**src/rtl/bzled_seq_ctrl.sv**
```systemverilog
`default_nettype none
// ============================================================================
// Module   : bzled_seq_ctrl
// Brief    : Register file plus breathing-ramp and beep-pattern sequencers
//            producing the five setting words of the buzzer/RGB-LED PWM block.
// Revision : 1.0 - initial release
// ============================================================================
module bzled_seq_ctrl #(
    parameter int TICK_DIV = 50000
) (
    input  logic        CLK,
    input  logic        RST,
    input  logic        WR_EN,
    input  logic [2:0]  WR_ADDR,
    input  logic [31:0] WR_DATA,
    output logic [31:0] LED_FREQ_Set,
    output logic [31:0] BZ_FREQ_Set,
    output logic [31:0] LEDR_Puty_Set,
    output logic [31:0] LEDG_Puty_Set,
    output logic [31:0] LEDB_Puty_Set,
    output logic        BUSY
);

    localparam int                   c_PRESC_W   = $clog2(TICK_DIV);
    localparam logic [c_PRESC_W-1:0] c_PRESC_MAX = c_PRESC_W'(TICK_DIV - 1);

    typedef enum logic [1:0] {
        S_IDLE = 2'd0,
        S_ON   = 2'd1,
        S_OFF  = 2'd2
    } state_t;

    logic [31:0]          r_led_freq;
    logic [31:0]          r_bz_freq;
    logic [31:0]          r_duty_r;
    logic [31:0]          r_duty_g;
    logic [31:0]          r_duty_b;
    logic [4:0]           r_mode;
    logic [31:0]          r_step;
    logic [c_PRESC_W-1:0] r_presc;
    logic [31:0]          r_ramp;
    logic                 r_dir_up;
    state_t               r_state;
    logic [7:0]           r_cnt;
    logic [11:0]          r_on_len;
    logic [11:0]          r_off_len;
    logic [11:0]          r_phase;

    logic [7:0]  w_wr;
    logic        w_tick;
    logic        w_beep_wr;
    logic [31:0] w_bz_freq_nxt;
    logic [31:0] w_duty_r_nxt;
    logic [31:0] w_duty_g_nxt;
    logic [31:0] w_duty_b_nxt;
    logic [4:0]  w_mode_nxt;
    logic [32:0] w_sum;
    logic [31:0] w_ramp_nxt;
    logic        w_dir_up_nxt;
    logic [31:0] w_idle_bz;
    logic [11:0] w_on_req;
    logic [11:0] w_off_req;

    assign w_wr          = WR_EN ? (8'd1 << WR_ADDR) : 8'd0;
    assign w_tick        = (r_presc == c_PRESC_MAX);
    assign w_beep_wr     = w_wr[7];
    assign w_bz_freq_nxt = w_wr[1] ? WR_DATA : r_bz_freq;
    assign w_duty_r_nxt  = w_wr[2] ? WR_DATA : r_duty_r;
    assign w_duty_g_nxt  = w_wr[3] ? WR_DATA : r_duty_g;
    assign w_duty_b_nxt  = w_wr[4] ? WR_DATA : r_duty_b;
    assign w_mode_nxt    = w_wr[5] ? WR_DATA[4:0] : r_mode;
    assign w_sum         = {1'b0, r_ramp} + {1'b0, r_step};
    assign w_idle_bz     = w_mode_nxt[4] ? w_bz_freq_nxt : 32'd0;
    assign w_on_req      = (WR_DATA[19:8] == 12'd0) ? 12'd1 : WR_DATA[19:8];
    assign w_off_req     = (WR_DATA[31:20] == 12'd0) ? 12'd1 : WR_DATA[31:20];
    assign LED_FREQ_Set  = r_led_freq;

    // The up-compare uses a 33-bit sum so a huge STEP clamps instead of wrapping.
    always_comb begin
        w_ramp_nxt   = r_ramp;
        w_dir_up_nxt = r_dir_up;
        if (!w_mode_nxt[0]) begin
            w_ramp_nxt   = 32'd0;
            w_dir_up_nxt = 1'b1;
        end else if (w_tick && (r_step != 32'd0)) begin
            if (r_dir_up) begin
                if (w_sum >= {1'b0, r_led_freq}) begin
                    w_ramp_nxt   = r_led_freq;
                    w_dir_up_nxt = 1'b0;
                end else begin
                    w_ramp_nxt = w_sum[31:0];
                end
            end else begin
                if (r_ramp <= r_step) begin
                    w_ramp_nxt   = 32'd0;
                    w_dir_up_nxt = 1'b1;
                end else begin
                    w_ramp_nxt = r_ramp - r_step;
                end
            end
        end
    end

    always_ff @(posedge CLK) begin
        if (RST) begin
            r_led_freq    <= 32'd0;
            r_bz_freq     <= 32'd0;
            r_duty_r      <= 32'd0;
            r_duty_g      <= 32'd0;
            r_duty_b      <= 32'd0;
            r_mode        <= 5'd0;
            r_step        <= 32'd0;
            r_presc       <= '0;
            r_ramp        <= 32'd0;
            r_dir_up      <= 1'b1;
            LEDR_Puty_Set <= 32'd0;
            LEDG_Puty_Set <= 32'd0;
            LEDB_Puty_Set <= 32'd0;
        end else begin
            if (w_wr[0]) r_led_freq <= WR_DATA;
            if (w_wr[6]) r_step     <= WR_DATA;
            r_bz_freq <= w_bz_freq_nxt;
            r_duty_r  <= w_duty_r_nxt;
            r_duty_g  <= w_duty_g_nxt;
            r_duty_b  <= w_duty_b_nxt;
            r_mode    <= w_mode_nxt;
            r_ramp    <= w_ramp_nxt;
            r_dir_up  <= w_dir_up_nxt;
            if (w_beep_wr || w_tick) r_presc <= '0;
            else                     r_presc <= r_presc + 1'b1;
            LEDR_Puty_Set <= (w_mode_nxt[0] && w_mode_nxt[1]) ? w_ramp_nxt : w_duty_r_nxt;
            LEDG_Puty_Set <= (w_mode_nxt[0] && w_mode_nxt[2]) ? w_ramp_nxt : w_duty_g_nxt;
            LEDB_Puty_Set <= (w_mode_nxt[0] && w_mode_nxt[3]) ? w_ramp_nxt : w_duty_b_nxt;
        end
    end

    // Outputs are assigned for the state being entered, so they change with it.
    always_ff @(posedge CLK) begin
        if (RST) begin
            r_state     <= S_IDLE;
            r_cnt       <= 8'd0;
            r_on_len    <= 12'd1;
            r_off_len   <= 12'd1;
            r_phase     <= 12'd0;
            BZ_FREQ_Set <= 32'd0;
            BUSY        <= 1'b0;
        end else if (w_beep_wr) begin
            if (WR_DATA[7:0] != 8'd0) begin
                r_state     <= S_ON;
                r_cnt       <= WR_DATA[7:0];
                r_on_len    <= w_on_req;
                r_off_len   <= w_off_req;
                r_phase     <= 12'd0;
                BZ_FREQ_Set <= w_bz_freq_nxt;
                BUSY        <= 1'b1;
            end else begin
                r_state     <= S_IDLE;
                BZ_FREQ_Set <= w_idle_bz;
                BUSY        <= 1'b0;
            end
        end else begin
            unique case (r_state)
                S_IDLE: begin
                    BZ_FREQ_Set <= w_idle_bz;
                    BUSY        <= 1'b0;
                end
                S_ON: begin
                    BZ_FREQ_Set <= w_bz_freq_nxt;
                    BUSY        <= 1'b1;
                    if (w_tick) begin
                        if (r_phase == r_on_len - 12'd1) begin
                            r_state     <= S_OFF;
                            r_phase     <= 12'd0;
                            BZ_FREQ_Set <= 32'd0;
                        end else begin
                            r_phase <= r_phase + 12'd1;
                        end
                    end
                end
                S_OFF: begin
                    BZ_FREQ_Set <= 32'd0;
                    BUSY        <= 1'b1;
                    if (w_tick) begin
                        if (r_phase == r_off_len - 12'd1) begin
                            r_phase <= 12'd0;
                            r_cnt   <= r_cnt - 8'd1;
                            if (r_cnt == 8'd1) begin
                                r_state     <= S_IDLE;
                                BZ_FREQ_Set <= w_idle_bz;
                                BUSY        <= 1'b0;
                            end else begin
                                r_state     <= S_ON;
                                BZ_FREQ_Set <= w_bz_freq_nxt;
                            end
                        end else begin
                            r_phase <= r_phase + 12'd1;
                        end
                    end
                end
                default: begin
                    r_state     <= S_IDLE;
                    BZ_FREQ_Set <= w_idle_bz;
                    BUSY        <= 1'b0;
                end
            endcase
        end
    end

endmodule
`default_nettype wire

```
**config.mk**
```make
export PLATFORM = sky130hd
export DESIGN_NAME = bzled_seq_ctrl
export DESIGN_NICKNAME = d
export VERILOG_FILES = /design/src/rtl/bzled_seq_ctrl.sv
export SDC_FILE = /design/constraint.sdc
export NUM_CORES = 1
export LEC_CHECK = 0
export BUFFER_PORTS_ARGS = -buffer_cell sky130_fd_sc_hd__buf_2
export CAP_MARGIN = 20
export CORE_MARGIN = 2
export CORE_UTILIZATION = 45
export CTS_BUF_LIST = sky130_fd_sc_hd__clkbuf_8
export CTS_CLUSTER_DIAMETER = 80
export DETAILED_ROUTE_END_ITERATION = 10
export PLACE_DENSITY = 0.65
export REMOVE_ABC_BUFFERS = 1
export SLEW_MARGIN = 10
export SYNTH_ARGS = -nofsm -noshare
export SYNTH_HDL_FRONTEND = slang
export SYNTH_SLANG_ARGS = --single-unit
```
**constraint.sdc**
```tcl
create_clock -name CLK -period 4.9 [get_ports CLK]
set_input_delay 0.49 -clock CLK [delete_from_list [all_inputs] [get_ports CLK]]
set_output_delay 0.49 -clock CLK [all_outputs]
set_load 0.01 [all_outputs]
```
# == Word level (Yosys, flattened, before mapping) ==
# Index checks and enable logic that the tools add are counted.
# W data, S select, Z words.
# totals
out_inout_bits,161
ff_bits,421
in_bits,38
word_cells,117
# classes
reduce_logical,20
n_shift,1
eq_ne,12
n_lt_le_gt_ge,2
muxes,54
addsub,7
bitwise_logic,1
# ops
cell,count
$mux W32,20
$mux W12,8
$pmux W32 S2,1
$mux W8,6
$add A32 B32 Y33,1
$ge A33 B32 Y1,1
$le A32 B32 Y1,1
$reduce_bool A32 Y1,1
$sub A32 B32 Y32,1
$eq A12 B12 Y1,2
$logic_not A12 Y1,2
$pmux W12 S2,1
$sub A12 B1 Y12 const B,2
$add A16 B1 Y16 const B,1
$eq A16 B16 Y1 const B,1
$add A12 B1 Y12 const B,1
$ne A3 B3 Y1 const B,4
$mux W1,10
$mux W2,5
$eq A8 B1 Y1 const B,1
$reduce_and A4 Y1,2
$reduce_bool A8 Y1,1
$shl A1 B3 Y8 const A,1
$sub A8 B1 Y8 const B,1
other kinds (16),22

# == Longest topological paths before layout ==
# depth
depth_word,9
depth_mapped,24

# == Worst setup path before layout ==
# No wires, ideal clock.
# synth_timing
path_kind,register to register
from,register r_step[13]
to,register LEDB_Puty_Set[26]
period_less_slack_ns,4.930
setup_time_ns,0.117
required_ns,4.783
stages_incl_launch_ff,19
n_path_buf,1
path_slack_ns,-0.030
arrival_ns,4.813
cell_sequence,dfxtp_1 -> inv_1 -> ha_1 -> or3_4 -> or4_4 -> o211ai_2 -> a211oi_2 -> o41ai_4 -> a41oi_2 -> xnor2_2 -> ha_1 -> nand4_1 -> a31o_2 -> o41ai_1 -> or3_1 -> buf_2 -> a21oi_1 -> a221o_1 -> a32o_1
# synth_via
elab_chain_len,7
# synth_rtl
element,line_no,source
from (decl),39,logic [31:0] r_step;
from (signal assigned),112,r_step <= 32'd0;
from (signal assigned),121,if (w_wr[6]) r_step <= WR_DATA;
$add A32 B32 Y33,72,"assign w_sum = {1'b0, r_ramp} + {1'b0, r_step};"
$ge A33 B32 Y1,87,"if (w_sum >= {1'b0, r_led_freq}) begin"
$mux W32,87,
$mux W32,86,if (r_dir_up) begin
$mux W32 *,85,end else if (w_tick && (r_step != 32'd0)) begin
$mux W32 *,82,if (!w_mode_nxt[0]) begin
$mux W32 *,133,LEDB_Puty_Set <= (w_mode_nxt[0] && w_mode_nxt[3]) ? w_ramp_nxt : w_duty_b_nxt;
to (signal assigned),133,
to (decl),20,"output logic [31:0] LEDB_Puty_Set,"
# Every way passes the cells marked *; elsewhere a longest branch is shown, timed or not.
# A chain may end at the register's enable or synchronous reset.

# == Final worst setup path ==
# layout_timing
from,register r_step[13]
to,register LEDG_Puty_Set[6]
# layout_via
elab_chain_len,7
# layout_rtl
element,line_no,source
$add A32 B32 Y33,72,
$ge A33 B32 Y1,87,
$mux W32,87,
$mux W32,86,
$mux W32 *,85,
$mux W32 *,82,
$mux W32 *,132,LEDG_Puty_Set <= (w_mode_nxt[0] && w_mode_nxt[2]) ? w_ramp_nxt : w_duty_g_nxt;
to (signal assigned),132,
to (decl),19,"output logic [31:0] LEDG_Puty_Set,"
# Marks and branches as above.

==> flow_metrics.env <==
export IMPL_worstPathRequired_ns=5.41
export IMPL_r2r_cells=24
export IMPL_cp_end_kind="flop"
export IMPL_die_height_um=221.3
export IMPL_fmax_mhz=196.9
export IMPL_yosysUniqueCellTypes=95
export IMPL_cts_sinks=421
export IMPL_dp_hpwl_um=58480
export IMPL_cp_cell_sequence="inv_2 -> ha_4 -> or3_4 -> or4_4 -> o211ai_4 -> a211oi_4 -> o41ai_4 -> buf_4 -> a31oi_4 -> xor2_2 -> ha_4 -> nand3_4 -> nor4_2 -> nand2_1 -> o41ai_2 -> buf_4 -> nor3_4 -> buf_6 -> buf_4 -> o211ai_1 -> o211ai_1 -> o21ai_1 -> buf_4 -> o21ai_0"
export IMPL_grt_usage_pct=31.84
export IMPL_violations="setup timing"
export IMPL_fill_cells=4240
export IMPL_first_pass_iters=5
export IMPL_max_cap_violations=0
export IMPL_detail_route_antenna_nets=0
export IMPL_drtIter0Drc=1966
export IMPL_synth_seq_cells=421
export IMPL_start_util_pct=45.62
export IMPL_ff2ff_setup_slack_ns=-0.18
export IMPL_antenna_found_initial=4
export IMPL_hold_path_class="in -> reg"
export IMPL_slew_violations=0
export IMPL_period_minus_slack_ns=5.077
export IMPL_timing_final_ws_setup_ns=-0.1775
export IMPL_worstReg2RegEnd="LEDG_Puty_Set[6]$_SDFF_PP0_"
export IMPL_drt_total_wl_um=81510
export IMPL_synth_main_ff_cell="dfxtp_1"
export IMPL_cts_buffers=73
export IMPL_critical_path_most_common_cell="buf_4"
export IMPL_fin_nets=3124
export IMPL_p_leak_nw=11.28
export IMPL_clockRootBuffer="clkbuf_8"
export IMPL_max_vdd_ir_drop_mv=0.2196
export IMPL_place_gp_congestion=1.008
export IMPL_status="complete, but fails checks"
export IMPL_wl_per_cell_um=22.40
export IMPL_clk_pin_slew_ns=0.07
export IMPL_rows=79
export IMPL_period_share_pct=103.6
export IMPL_max_stage_delay_ns=0.43
export IMPL_yosysSeqAreaShare_pct=39.68
export IMPL_dp_slack_ns=-0.5437
export IMPL_multiInputGateArea_mm2=0.01290
export IMPL_first_global_vias=20180
export IMPL_clk_path_buf_depth=3
export IMPL_h_tree_depth=3
export IMPL_setup_viol=80
export IMPL_worst_ep_arrival_time_ns=5.59
export IMPL_finalHoldViolCount=0
export IMPL_crit_path_start_kind="flop"
export IMPL_slowest_stage="or4_4"
export IMPL_core_area_mm2=0.04656
export IMPL_netlist_instances=2649
export IMPL_via_count=21020
export IMPL_r2r_start="r_step[13]$_SDFFE_PP0P_"
export IMPL_syn_area_per_cell_um2=8.018
export IMPL_grt_start_max_net_pins=103
export IMPL_rsz0062_at_grt="yes"
export IMPL_synthArstFlopShare_pct=0
export IMPL_synth_area_mm2=0.02124
export IMPL_die_w_um=221.3
export IMPL_endpoint="LEDG_Puty_Set[6]$_SDFF_PP0_"
export IMPL_ios=199
export IMPL_ys_warnings_count=0
export IMPL_finalClockSkew_ns=0.04481
export IMPL_vias_per_cell=5.779
export IMPL_crit_path_start="r_step[13]$_SDFFE_PP0P_"
export IMPL_grt_pass1_wl_um=121200
export IMPL_worst_pin_slew_ns=1.292
export IMPL_synth_edf_count=0
export IMPL_cts_tree="done"
export IMPL_slew_limit_headroom_pct=13.87
export IMPL_fin_util_pct=58.38
export IMPL_dieArea_mm2=0.04895
export IMPL_port_buffers=198
export IMPL_worst_path_max_fanout=4
export IMPL_grt_ovfl_total=0
export IMPL_p_per_area_mw_per_mm2=310.8
export IMPL_regArea_mm2=0.008437
export IMPL_clk_latency_ns=0.69
export IMPL_layout_drive_gt1_share_pct=26.27
export IMPL_crit_type="reg -> reg"
export IMPL_drc=0
export IMPL_min_delay_start="WR_DATA[16]"
export IMPL_syn_to_final_growth_pct=27.97
-- cells in the final DEF, fill, tap and decap left out, types with 13 or more instances in the layout --
cell type  netlist  routed
ha_4             0      13
a31oi_1         22      17
nor2_1         159     147
o21ai_0         71      52
nor2b_1         53      52
a22o_1          14      13
nand2_1        541     535
ha_1           105      91
nor3_1          34      24
nand4_1         18      18
a21oi_1        320     303
buf_4           15     232
and3_1          17      16
clkbuf_8         0      96
nor4_1          32      30
xor2_1          27      26
nand3_1         53      44
a21o_1          24      24
mux2i_1         22      22
nand2b_1        28      28
o31ai_1         45      22
buf_2           22     197
o21ai_1         11      17
a211oi_1        17      14
inv_1          112     121
a21oi_2          2      14
a32o_1          20      14
xnor2_1         76      72
dfxtp_1        421     414
-- flip-flops by register name (all words and copies together), names as in the netlist --
name and flops:
BUSY 1, BZ_FREQ_Set 32, LEDB_Puty_Set 32, LEDG_Puty_Set 32, LEDR_Puty_Set 32, LED_FREQ_Set 32, r_bz_freq 32, r_cnt 8
r_dir_up 1, r_duty_b 32, r_duty_g 32, r_duty_r 32, r_mode 5, r_off_len 12, r_on_len 12, r_phase 12
r_presc 16, r_ramp 32, r_state 2, r_step 32
-- critical path, delay by kind of cell (launching register included) --
| family | cells | cell delay (ns) |
|---|---|---|
| flops | 1 | 0.33 |
| simple gates | 6 | 1.30 |
| compound gates | 9 | 1.68 |
| fa+ha+maj | 2 | 0.51 |
| xor+xnor | 1 | 0.21 |
| buf+inv | 6 | 0.89 |
-- cell usage after synthesis, types with 10 or more instances --
| master | number | area (um^2) |
|---|---|---|
| inv_1 | 112 | 420.4 |
| buf_1 | 16 | 60.06 |
| a211oi_1 | 17 | 127.6 |
| a31o_2 | 11 | 96.34 |
| o21ai_1 | 11 | 55.05 |
| clkbuf_1 | 125 | 469.2 |
| a211o_1 | 10 | 87.58 |
| xor2_1 | 27 | 236.5 |
| nor3_1 | 34 | 170.2 |
| xnor2_1 | 76 | 665.6 |
| nand2b_1 | 28 | 175.2 |
| nor4_1 | 32 | 200.2 |
| a22o_1 | 14 | 122.6 |
| a21o_1 | 24 | 180.2 |
| o21ai_0 | 71 | 355.3 |
| nand3_1 | 53 | 265.3 |
| nand4_1 | 18 | 112.6 |
| buf_4 | 15 | 112.6 |
| mux2i_1 | 22 | 220.2 |
| a21oi_1 | 320 | 1602 |
| and2_1 | 10 | 62.56 |
| o31ai_1 | 45 | 337.8 |
| nor2_1 | 159 | 596.8 |
| o21a_1 | 10 | 75.07 |
| ha_1 | 105 | 1314 |
| nor2b_1 | 53 | 331.6 |
| dfxtp_1 | 421 | 8428 |
| buf_2 | 22 | 110.1 |
| and3_1 | 17 | 106.4 |
| a31oi_1 | 22 | 137.6 |
| a32o_1 | 20 | 200.2 |
| o211ai_1 | 12 | 90.09 |
| clkbuf_2 | 12 | 60.06 |
| nand2_1 | 541 | 2031 |
-- per-stage QoR --
| step | hold slack, ns | TNS, ns | cells | cell area, um^2 | total power, mW |
|---|---|---|---|---|---|
| finish | 0.1435 | -5.798 | 3638 | 27180 | 8.447 |
| detailed placement | 0.4422 | -47.89 | 3477 | 23870 | 4.622 |
| global route | 0.1375 | -21.81 | 3637 | 27180 | 8.732 |
| global placement | 0.4291 | -54.08 | 3476 | 23860 | 4.604 |
| CTS | 0.1098 | -5.459 | 3619 | 26140 | 8.249 |
| floorplan | 0.4179 | -49.69 | 2454 | 20370 | 4.168 |
-- worst min-delay path by stage --
stage / endpoint / cells after the start
after detailed placement: r_presc[0]$_SDFF_PP0_ / 1
after global routing: r_step[17]$_SDFFE_PP0P_ / 3
after CTS: r_step[17]$_SDFFE_PP0P_ / 3
after floorplan: r_presc[0]$_SDFF_PP0_ / 1
final: r_step[16]$_SDFFE_PP0P_ / 3
after global placement: r_presc[0]$_SDFF_PP0_ / 1
-- logic make-up (layout without fill, tap and decap cells) --
group / count (synthesis) / in the layout / synth area share [%]
AND/OR/NAND/NOR: 996 / 996 / 21.19
AO/OA/AOI/OAI: 686 / 686 / 21.05
flip-flops: 421 / 421 / 39.68
buffers and inverters: 308 / 689 / 6.085
adder cells (fa/ha/maj): 107 / 107 / 6.374
XOR/XNOR: 104 / 104 / 4.324
multiplexers: 27 / 27 / 1.302
other: 0 / 1 / 0
-- routing by layer --
metal	vias up	part of all wire (%)	global-route usage [%]
met5	-	0.016	0
met4	2	4.5	14.74
met3	198	7.6	5.869
met2	916	46	51.97
met1	10110	41	40.79
li1	9796	-	-
-- what timing repair did --
| item | CTS | global route |
|---|---|---|
| gates cloned | 1 | 1 |
| endpoints found under the setup margin | 128 | 129 |
| pin swaps | 66 | 81 |
| gates resized for setup | 109 | 162 |
| buffers inserted | 18 | 20 |
| hold buffers | 0 | 0 |
-- power breakdown --
part / switching [mW] / internal, mW / leakage, nW
Sequential: 0.0450 / 3.50 / 3.41
Combinational: 0.814 / 0.543 / 6.98
Clock: 1.57 / 1.98 / 0.886
Total: 2.43 / 6.02 / 11.3
-- final cells by class --
| type | count | share of cell area, % |
|---|---|---|
| Sequential cell | 421 | 31.04 |
| Timing Repair Buffer | 450 | 11.19 |
| Antenna cell | 1 | 0.009206 |
| Clock inverter | 31 | 1.155 |
| Inverter | 113 | 1.560 |
| Clock buffer | 95 | 4.810 |
| Tap cell | 607 | 2.794 |
| Multi-Input combinational cell | 1920 | 47.45 |
(Power assumes the default switching activity.)
